--- config.mk ---
export PLATFORM = sky130hd
export DESIGN_NAME = lcd_fb_scanner
export DESIGN_NICKNAME = d
export VERILOG_FILES = /design/src/rtl/lcd_fb_pkg.sv /design/src/rtl/lcd_fb_packer.sv /design/src/rtl/lcd_fb_scanner.sv
export SDC_FILE = /design/constraint.sdc
export NUM_CORES = 1
export LEC_CHECK = 0
export BUFFER_PORTS_ARGS = -buffer_cell sky130_fd_sc_hd__clkbuf_2
export CAP_MARGIN = 5
export CORE_ASPECT_RATIO = 1.25
export CORE_MARGIN = 2
export CORE_UTILIZATION = 50
export DETAILED_ROUTE_END_ITERATION = 16
export PLACE_DENSITY = 0.86
export SLEW_MARGIN = 20
export SYNTH_ARGS = -nofsm -noshare
export SYNTH_HDL_FRONTEND = slang
export SYNTH_SLANG_ARGS = --single-unit
--- constraint.sdc ---
create_clock -name i_clk -period 1.63 [get_ports i_clk]
set_input_delay 0.326 -clock i_clk [delete_from_list [all_inputs] [get_ports i_clk]]
set_output_delay 0.326 -clock i_clk [all_outputs]
set_load 0.05 [all_outputs]
--- src/rtl/lcd_fb_pkg.sv ---
// Shared definitions for the LCD framebuffer scanner: default geometry,
// derived byte counts and the scanner FSM state type.
package lcd_fb_pkg;

   // Default framebuffer geometry (FB_W * FB_H must equal 2**ADDR_W)
   localparam int unsigned FB_W_DEF      = 128;
   localparam int unsigned FB_H_DEF      = 128;
   localparam int unsigned ADDR_W_DEF    = 14;

   // Pixels packed per output byte and bytes per framebuffer row
   localparam int unsigned PIX_PER_BYTE  = 8;
   localparam int unsigned BYTES_PER_ROW = FB_W_DEF / PIX_PER_BYTE;

   // Scanner FSM states
   typedef enum logic [2:0] {
      StIdle,
      StRead,
      StDrain,
      StOut,
      StDone
   } state_e;

endpackage

--- src/rtl/lcd_fb_packer.sv ---
// 8-bit MSB-first pixel packer: the first bit shifted in ends up in bit 7.
// o_last flags the shift that completes a byte; o_full stays high from then
// until the byte is consumed (i_clr).
module lcd_fb_packer (
   input  logic       i_clk,
   input  logic       i_rst,
   input  logic       i_shift,
   input  logic       i_bit,
   input  logic       i_clr,
   output logic [7:0] o_data,
   output logic       o_full,
   output logic       o_last
);

   logic [7:0] r_sr;
   logic [2:0] r_cnt;
   logic       r_full;

   // Eighth bit of a byte is being shifted in this cycle
   always_comb begin
      o_last = i_shift && (r_cnt == 3'd7);
   end

   // Shift register, bit counter and full flag
   always_ff @(posedge i_clk) begin
      if (i_rst) begin
         r_sr   <= 8'h00;
         r_cnt  <= 3'd0;
         r_full <= 1'b0;
      end else begin
         if (i_shift) begin
            r_sr  <= {r_sr[6:0], i_bit};
            r_cnt <= r_cnt + 3'd1;
         end
         if (o_last) begin
            r_full <= 1'b1;
         end else if (i_clr) begin
            r_full <= 1'b0;
         end
      end
   end

   assign o_data = r_sr;
   assign o_full = r_full;

endmodule

--- src/rtl/lcd_fb_scanner.sv ---
// LCD framebuffer scanner: reads a 1-bpp framebuffer eight pixels at a time,
// packs them MSB-first and hands each byte to a downstream serializer with a
// valid/ready handshake. One frame per start pulse.
// Build option: define LCD_SCAN_CONTINUOUS_EN to rescan frames back-to-back
// without a new start (done still pulses once per frame).
module lcd_fb_scanner
   import lcd_fb_pkg::*;
#(
   parameter int unsigned FB_W   = FB_W_DEF,
   parameter int unsigned FB_H   = FB_H_DEF,
   parameter int unsigned ADDR_W = ADDR_W_DEF
) (
   input  logic              i_clk,
   input  logic              i_rst,
   input  logic              i_start,
   output logic              o_busy,
   output logic              o_done,
   output logic              o_rd_en,
   output logic [ADDR_W-1:0] o_rd_addr,
   input  logic              i_rd_data,
   output logic [7:0]        o_byte_data,
   output logic              o_byte_valid,
   input  logic              i_byte_ready,
   output logic              o_row_first,
   output logic [6:0]        o_row_idx
);

   localparam int unsigned COL_W = $clog2(FB_W);
   // Base address of the final byte of a frame
   localparam logic [ADDR_W-1:0] LAST_BASE = ADDR_W'(FB_W * FB_H - PIX_PER_BYTE);
   localparam logic [ADDR_W-1:0] BYTE_STEP = ADDR_W'(PIX_PER_BYTE);

   state_e              r_state;
   state_e              w_state_d;
   logic [2:0]          r_rd_cnt;
   logic [ADDR_W-1:0]   r_rd_addr;
   logic [ADDR_W-1:0]   r_base;
   logic [ADDR_W-1:0]   w_base_d;
   logic                r_shift;
   logic                w_accept;
   logic                w_last_byte;
   logic                w_full;
   logic                w_last_bit;
   logic [7:0]          w_pack_data;

   lcd_fb_packer u_packer (
      .i_clk   (i_clk),
      .i_rst   (i_rst),
      .i_shift (r_shift),
      .i_bit   (i_rd_data),
      .i_clr   (w_accept),
      .o_data  (w_pack_data),
      .o_full  (w_full),
      .o_last  (w_last_bit)
   );

   // Handshake, end-of-frame detect and next byte base
   always_comb begin
      w_accept    = o_byte_valid && i_byte_ready;
      w_last_byte = (r_base == LAST_BASE);
      // Wraps to 0 after the last byte because the frame fills the address space
      w_base_d    = w_accept ? (r_base + BYTE_STEP) : r_base;
   end

   // FSM next-state logic
   always_comb begin
      w_state_d = r_state;
      unique case (r_state)
         StIdle: begin
            if (i_start) begin
               w_state_d = StRead;
            end
         end
         StRead: begin
            if (r_rd_cnt == 3'd7) begin
               w_state_d = StDrain;
            end
         end
         StDrain: begin
            // Last pixel arrives one cycle after the last read
            if (w_last_bit) begin
               w_state_d = StOut;
            end
         end
         StOut: begin
            if (w_accept) begin
               w_state_d = w_last_byte ? StDone : StRead;
            end
         end
         StDone: begin
`ifdef LCD_SCAN_CONTINUOUS_EN
            w_state_d = StRead;
`else
            w_state_d = StIdle;
`endif
         end
         default: begin
            w_state_d = StIdle;
         end
      endcase
   end

   // State, read counter, read address, byte base and read-data pipeline flag
   always_ff @(posedge i_clk) begin
      if (i_rst) begin
         r_state   <= StIdle;
         r_rd_cnt  <= 3'd0;
         r_rd_addr <= '0;
         r_base    <= '0;
         r_shift   <= 1'b0;
      end else begin
         r_state <= w_state_d;
         r_base  <= w_base_d;
         // rd_data is valid one cycle after rd_en
         r_shift <= (r_state == StRead);
         if (r_state == StRead) begin
            r_rd_cnt <= r_rd_cnt + 3'd1;
         end else begin
            r_rd_cnt <= 3'd0;
         end
         if ((w_state_d == StRead) && (r_state != StRead)) begin
            r_rd_addr <= w_base_d;
         end else if ((w_state_d == StRead) && (r_state == StRead)) begin
            r_rd_addr <= r_rd_addr + ADDR_W'(1);
         end
      end
   end

   // Output decode; row info is only meaningful alongside byte_valid
   always_comb begin
      o_busy       = (r_state != StIdle);
      o_done       = (r_state == StDone);
      o_rd_en      = (r_state == StRead);
      o_rd_addr    = r_rd_addr;
      o_byte_data  = w_pack_data;
      o_byte_valid = (r_state == StOut) && w_full;
      o_row_first  = o_byte_valid && (r_base[COL_W-1:0] == '0);
      o_row_idx    = o_byte_valid ? 7'(r_base[ADDR_W-1:COL_W]) : 7'd0;
   end

endmodule

Word-level counts from Yosys, hierarchy flattened
Index checks and enable logic that the tools add are counted.
{ "classes": {"n_addsub": 4, "eq_ne": 9, "mux": 12, "bitwise_logic": 1, "reduce_logical": 12} }
{ "ops": {"columns": ["op", "n"], "rows": [
  ["2-to-1 mux 14 bit", 3],
  ["2-to-1 mux 3 bit", 5],
  ["adder 14 x 1 -> 14 bit, second input constant", 1],
  ["adder 14 x 4 -> 14 bit, second input constant", 1],
  ["equality test 14 bit, second input constant", 1],
  ["case mux 3 bit (4 select lines)", 1],
  ["equality test 3 bit, second input constant", 3],
  ["logical NOT 7 bit", 1],
  ["2-to-1 mux 7 bit", 1],
  ["adder 3 x 1 -> 3 bit, second input constant", 2],
  ["equality test 3 x 1 -> 1 bit, second input constant", 2],
  ["equality test 3 x 2 -> 1 bit, second input constant", 2],
  ["logical AND 1 bit", 6],
  ["nonzero test 2 bit", 2],
  ["logical NOT 3 bit", 1],
  ["!= test 3 x 1 -> 1 bit, second input constant", 1],
  ["nonzero test 3 bit", 1],
  ["2-to-1 mux 1 bit", 2],
  ["OR reduction 2 bit", 1],
  ["inverter 1 bit", 1]
]} }
{ "totals": {"reg_bits": 47, "input_bits": 5, "wordCells": 46} }

Depth between registers and ports, before layout
{ "logic_depth": {"word_depth": 9, "ltp_mapped": 9, "depth_no_buf": 8} }

By module
Synthesis repeated with hierarchy kept, for this count alone.
{ "unflattened": {"cells_unflattened": 268, "hier_area_um2": 2366.0} }
{ "modules_own_cells": {"columns": ["mod", "instances", "cells_per_inst", "area_each_um2", "seq_area_each_um2"], "rows": [
  ["lcd_fb_scanner", 1, 226, 1915.6, 640.6],
  ["lcd_fb_packer", 1, 42, 450.4, 240.2]
]} }

Worst setup path before layout
OpenSTA, ideal clock, no wires.
{ "synth_timing": {"path_type": "register -> output", "startpoint": "register r_state[1]", "endpoint": "output port o_row_first", "t_arrival_ns": 2.607, "slack_ns": -1.303, "stages_incl_launch_ff": 6, "cell_sequence": "dfxtp_1 > buf_2 > and3b_1 > clkbuf_1 > nand2_1 > nor4b_1"} }
{ "synth_via": {"elab_chain_cells": 3} }
{ "synth_rtl": {"columns": ["item", "line_no", "rtl"], "rows": [
  ["start: declaration", "lcd_fb_scanner.sv:33", "state_e r_state;"],
  ["start signal: assignment", "lcd_fb_scanner.sv:106", "r_state <= StIdle;"],
  ["start signal: assignment", "lcd_fb_scanner.sv:112", "r_state <= w_state_d;"],
  ["equality test 3 x 2 -> 1 bit", "lcd_fb_scanner.sv:136", "o_byte_valid = (r_state == StOut) && w_full;"],
  ["logical AND 1 bit", "lcd_fb_scanner.sv:136", null],
  ["logical AND 1 bit", "lcd_fb_scanner.sv:137", "o_row_first = o_byte_valid && (r_base[COL_W-1:0] == '0);"],
  ["end: declaration", "lcd_fb_scanner.sv:24", "output logic o_row_first,"]
]} }
Every way passes these cells.

Worst setup path in the final report
{ "layout_timing": {"startpoint": "register r_base[4]", "endpoint": "register r_rd_addr[13] (netlist: o_rd_addr[13])"} }
{ "layout_via": {"elab_chain_cells": 7, "elab_cells_between_ends": 11, "classes_between": "add/sub (1); eq/ne (2); mux (5); reduce/logical (3)"} }
{ "layout_rtl": {"columns": ["item", "line_no", "rtl"], "rows": [
  ["start: declaration", "lcd_fb_scanner.sv:37", "logic [ADDR_W-1:0] r_base;"],
  ["start signal: assignment", "lcd_fb_scanner.sv:113", "r_base <= w_base_d;"],
  ["equality test 14 bit", "lcd_fb_scanner.sv:60", "w_last_byte = (r_base == LAST_BASE);"],
  ["2-to-1 mux 3 bit", "lcd_fb_scanner.sv:87", "w_state_d = w_last_byte ? StDone : StRead;"],
  ["2-to-1 mux 3 bit", "lcd_fb_scanner.sv:86", "if (w_accept) begin"],
  ["case mux 3 bit (4 select lines)", "lcd_fb_scanner.sv:68", "unique case (r_state)"],
  ["equality test 3 x 1 -> 1 bit", "lcd_fb_scanner.sv:121, lcd_fb_scanner.sv:123", null],
  ["logical AND 1 bit (on tied branches)", "lcd_fb_scanner.sv:121, lcd_fb_scanner.sv:123", null],
  ["2-to-1 mux 14 bit or nonzero test 2 bit (tied branches)", null, null],
  ["end signal: assignment", "lcd_fb_scanner.sv:122", "r_rd_addr <= w_base_d;"],
  ["end signal: assignment", "lcd_fb_scanner.sv:124", "r_rd_addr <= r_rd_addr + ADDR_W'(1);"],
  ["end: declaration", "lcd_fb_scanner.sv:36", "logic [ADDR_W-1:0] r_rd_addr;"]
]} }
Several ways; a longest one is shown, not always the timed one.
A chain may end at the register's enable or synchronous reset.

==> flow_summary.yaml <==
sta:
  fin_crit_sh: 1.175
  setup_viol: 27
  setup_ws_ns: -0.2845
  hold_viol: 0
  finalMaxSlewViolations: 0
  skew_ns: 0.007771
  worst_pin_slew_ns: 0.3558
  fmax_ghz: 0.5223
  rsz0062_at_grt: "yes"
  post-route-min-period_ns: 1.915
  slew_headroom: 0.7622
floorplanning:
  core_sq_mm: 0.004324
  fp-row-count: 27
  boundaryPins: 39
  die_width_um: 63.36
  die_y_um: 78.20
  initial_core_util: 0.5093
  die-area_sq_mm: 0.004955
logic_synthesis:
  ys_warn_count: 0
  synth_area_per_cell_sq_um: 8.704
  seq_area_frac_synth: 0.4000
  ys_types: 49
  yosysMostFrequentCell: "dfxtp_1"
  synth_edf_count: 0
  synth_commonest_cells: "dfxtp_1 (44), nor2_1 (30), nand2_1 (22), and3_1 (14), mux2i_1 (11)"
  ys_async_sr_fraction: 0
  yosys-top-cells-area: "dfxtp_1 (40%), nor2_1 (5.1%), mux2i_1 (5.0%)"
  synth_top_cell_area_share: 0.4000
  synth_nets: 265
  ys_ff_latch: 44
  syn_inst: 253
  synth-main-ff-cell: "dfxtp_1"
  synthesis.area_sq_mm: 0.002202
  yosysTopAreaCell: "dfxtp_1"
worst_setup_path:
  cp_max_fo: 3
  path_class: "reg -> reg"
  critPathLaunchType: "register"
  worstPathRequired_ns: 1.84
  cp.arrival_ns: 2.12
  endpoint_kind: "register"
layout:
  multi_input_area_sq_mm: 0.001435
  finish.utilization: 0.7604
  ff_latch_area_sq_um: 910.9
  areaGrowthSynthToFinish_pct: 49.32
  fin_cells: 393
  fillCellCount: 307
  drive_above_1_share: 0.4567
  nets: 346
  diodes: 0
power:
  clkPwrFrac: 0.366
  switchingPower_uw: 635.7
  ir_drop_uv: 477.2
  p_int_uw: 1702
  sequentialPowerShare: 0.475
  p_leak_uw: 0.001442
  p_total_uw: 2338
  powerDensity_mw_per_mm2: 711.0
  switching_share: 0.2719
  combPwrFrac: 0.159
cts:
  root_buffer: "clkbuf_8"
  clk_transition_reported_paths_ns: 0.09
  clock_path_buffers: 2
  h-tree-depth: 2
  cts_buffers: 5
  clock_sinks: 44
  cts_hold_buf: 0
  cts_tree: "done"
  clk_latency_ns: 0.31
flow_run:
  maxCapViolCount: 0
worst_hold_path:
  hold_class: "in -> reg"
global_routing:
  grt-ovfl-total: 0
  grt_max_degree: 16
  antenna_found_initial: 0
  grt_pass1_wl_um: 10670
  grt_pass1_vias: 2203
  grt_usage: 0.2756
outcome:
  status: "complete, but fails checks"
  violations: "setup timing"
route:
  drt-wirelength-per-cell_um: 17.16
  finalWirelength_um: 6744
  dr.first_iter.drc_count: 169
  vias: 2283
  vias_per_cell: 5.809
  drcViolationCount: 0
  drtPass1Iterations: 5
  postRouteAntennaNets: 0
place:
  dpl.cell_count: 377
  dp_hpwl_um: 4272
  port_buffers: 38
  gp_congestion: 0.8687
  dp_slack_ns: -0.3416
==> stage by stage <==
step / cell area [sq um] / TNS, ns / hold WS [ns]
after global placement: 2813 / -3.040 / 0.4088
after floorplan: 2300 / -1.322 / 0.4084
after global routing: 3288 / -6.714 / 0.3291
final: 3288 / -5.258 / 0.3086
after detailed placement: 2813 / -4.471 / 0.4256
after CTS: 3209 / -3.672 / 0.3064
==> cell type report <==
| cell class | instances | area share |
|---|---|---|
| inverters | 6 | 0.007230 |
| clock inverters | 3 | 0.01294 |
| flip-flops and latches | 44 | 0.2770 |
| repair buffers | 88 | 0.2234 |
| clock buffers | 5 | 0.02093 |
| well taps | 58 | 0.02207 |
| multi-input cells | 189 | 0.4365 |
==> worst max-delay path, stage by stage (launching register included) <==
cell	delay (ns)
dfxtp_2	0.36
ha_4	0.15
buf_4	0.10
nand4b_1	0.22
nor4_1	0.38
xnor2_1	0.23
o32ai_1	0.14
a32o_1	0.23
==> kinds of logic after synthesis <==
kind of cell	synth area share
buffers and inverters	0.04545
flip-flops	0.4000
multiplexers	0.05000
XOR/XNOR	0.04375
AND/OR/NAND/NOR	0.2761
AO/OA/AOI/OAI	0.1449
adder cells (fa/ha/maj)	0.03977
==> repair_timing <==
action,CTS,global route
pin swaps,10,5
setup buffers,7,0
gates resized for setup,52,17
cloned,1,0
endpoints found under the setup margin,28,32
==> sequential cells by signal, indices dropped and copies added (netlist names) <==
name and cells:
r_shift 1, r_rd_cnt 3, o_rd_addr 14, r_state 3, r_base 11, u_packer.o_data 8, u_packer.o_full 1, u_packer.r_cnt 3
==> power by group through the flow <==
| stage | clock network [uW] | logic (uW) | registers [uW] |
|---|---|---|---|
| after floorplan | 0 | 190 | 1160 |
| after global placement | 0 | 285 | 1130 |
| after detailed placement | 0 | 292 | 1140 |
| after CTS | 852 | 355 | 1110 |
| after global routing | 898 | 394 | 1110 |
| final | 855 | 372 | 1110 |
==> layer usage <==
metal / vias to the layer above / track usage / routed length (um) / share of wire
met5: - / 0 / 0 / 0
met4: 0 / 0.1326 / 163 / 0.024
met3: 21 / 0.05301 / 377 / 0.056
met2: 112 / 0.4968 / 3613 / 0.54
met1: 1084 / 0.3075 / 2590 / 0.38
li1: 1066 / - / - / -
==> placed cells by master (no fill, tap or decap), types with 3 or more instances in the layout <==
cell type,count
buf_4,43
mux2i_1,11
clkbuf_8,11
dfxtp_2,9
o21ai_2,5
a21oi_1,5
inv_1,4
dfxtp_1,30
nand4_1,4
and2_1,3
o21ai_0,7
dfxtp_4,5
nor2_1,30
nand4b_1,3
nor3_1,5
nor3_2,3
a21oi_2,4
clkbuf_2,26
xor2_1,4
xnor2_1,6
buf_6,7
and3_1,12
nand3_1,7
nand2_1,20
a32o_1,4
o22ai_1,3
ha_1,5
==> worst paths after layout <==
kind	startpoint	to	slack (ns)	depth (start not counted)
worst max-delay path	r_base[4]	o_rd_addr[13]	-0.28	7
worst min-delay path	i_rd_data	u_packer.o_data[0]	0.31	3
worst max register to register	r_base[4]	o_rd_addr[13]	-0.28	7
worst min register to register	r_rd_cnt[0]	r_rd_cnt[0]	0.44	1
(Power assumes the default switching activity.)
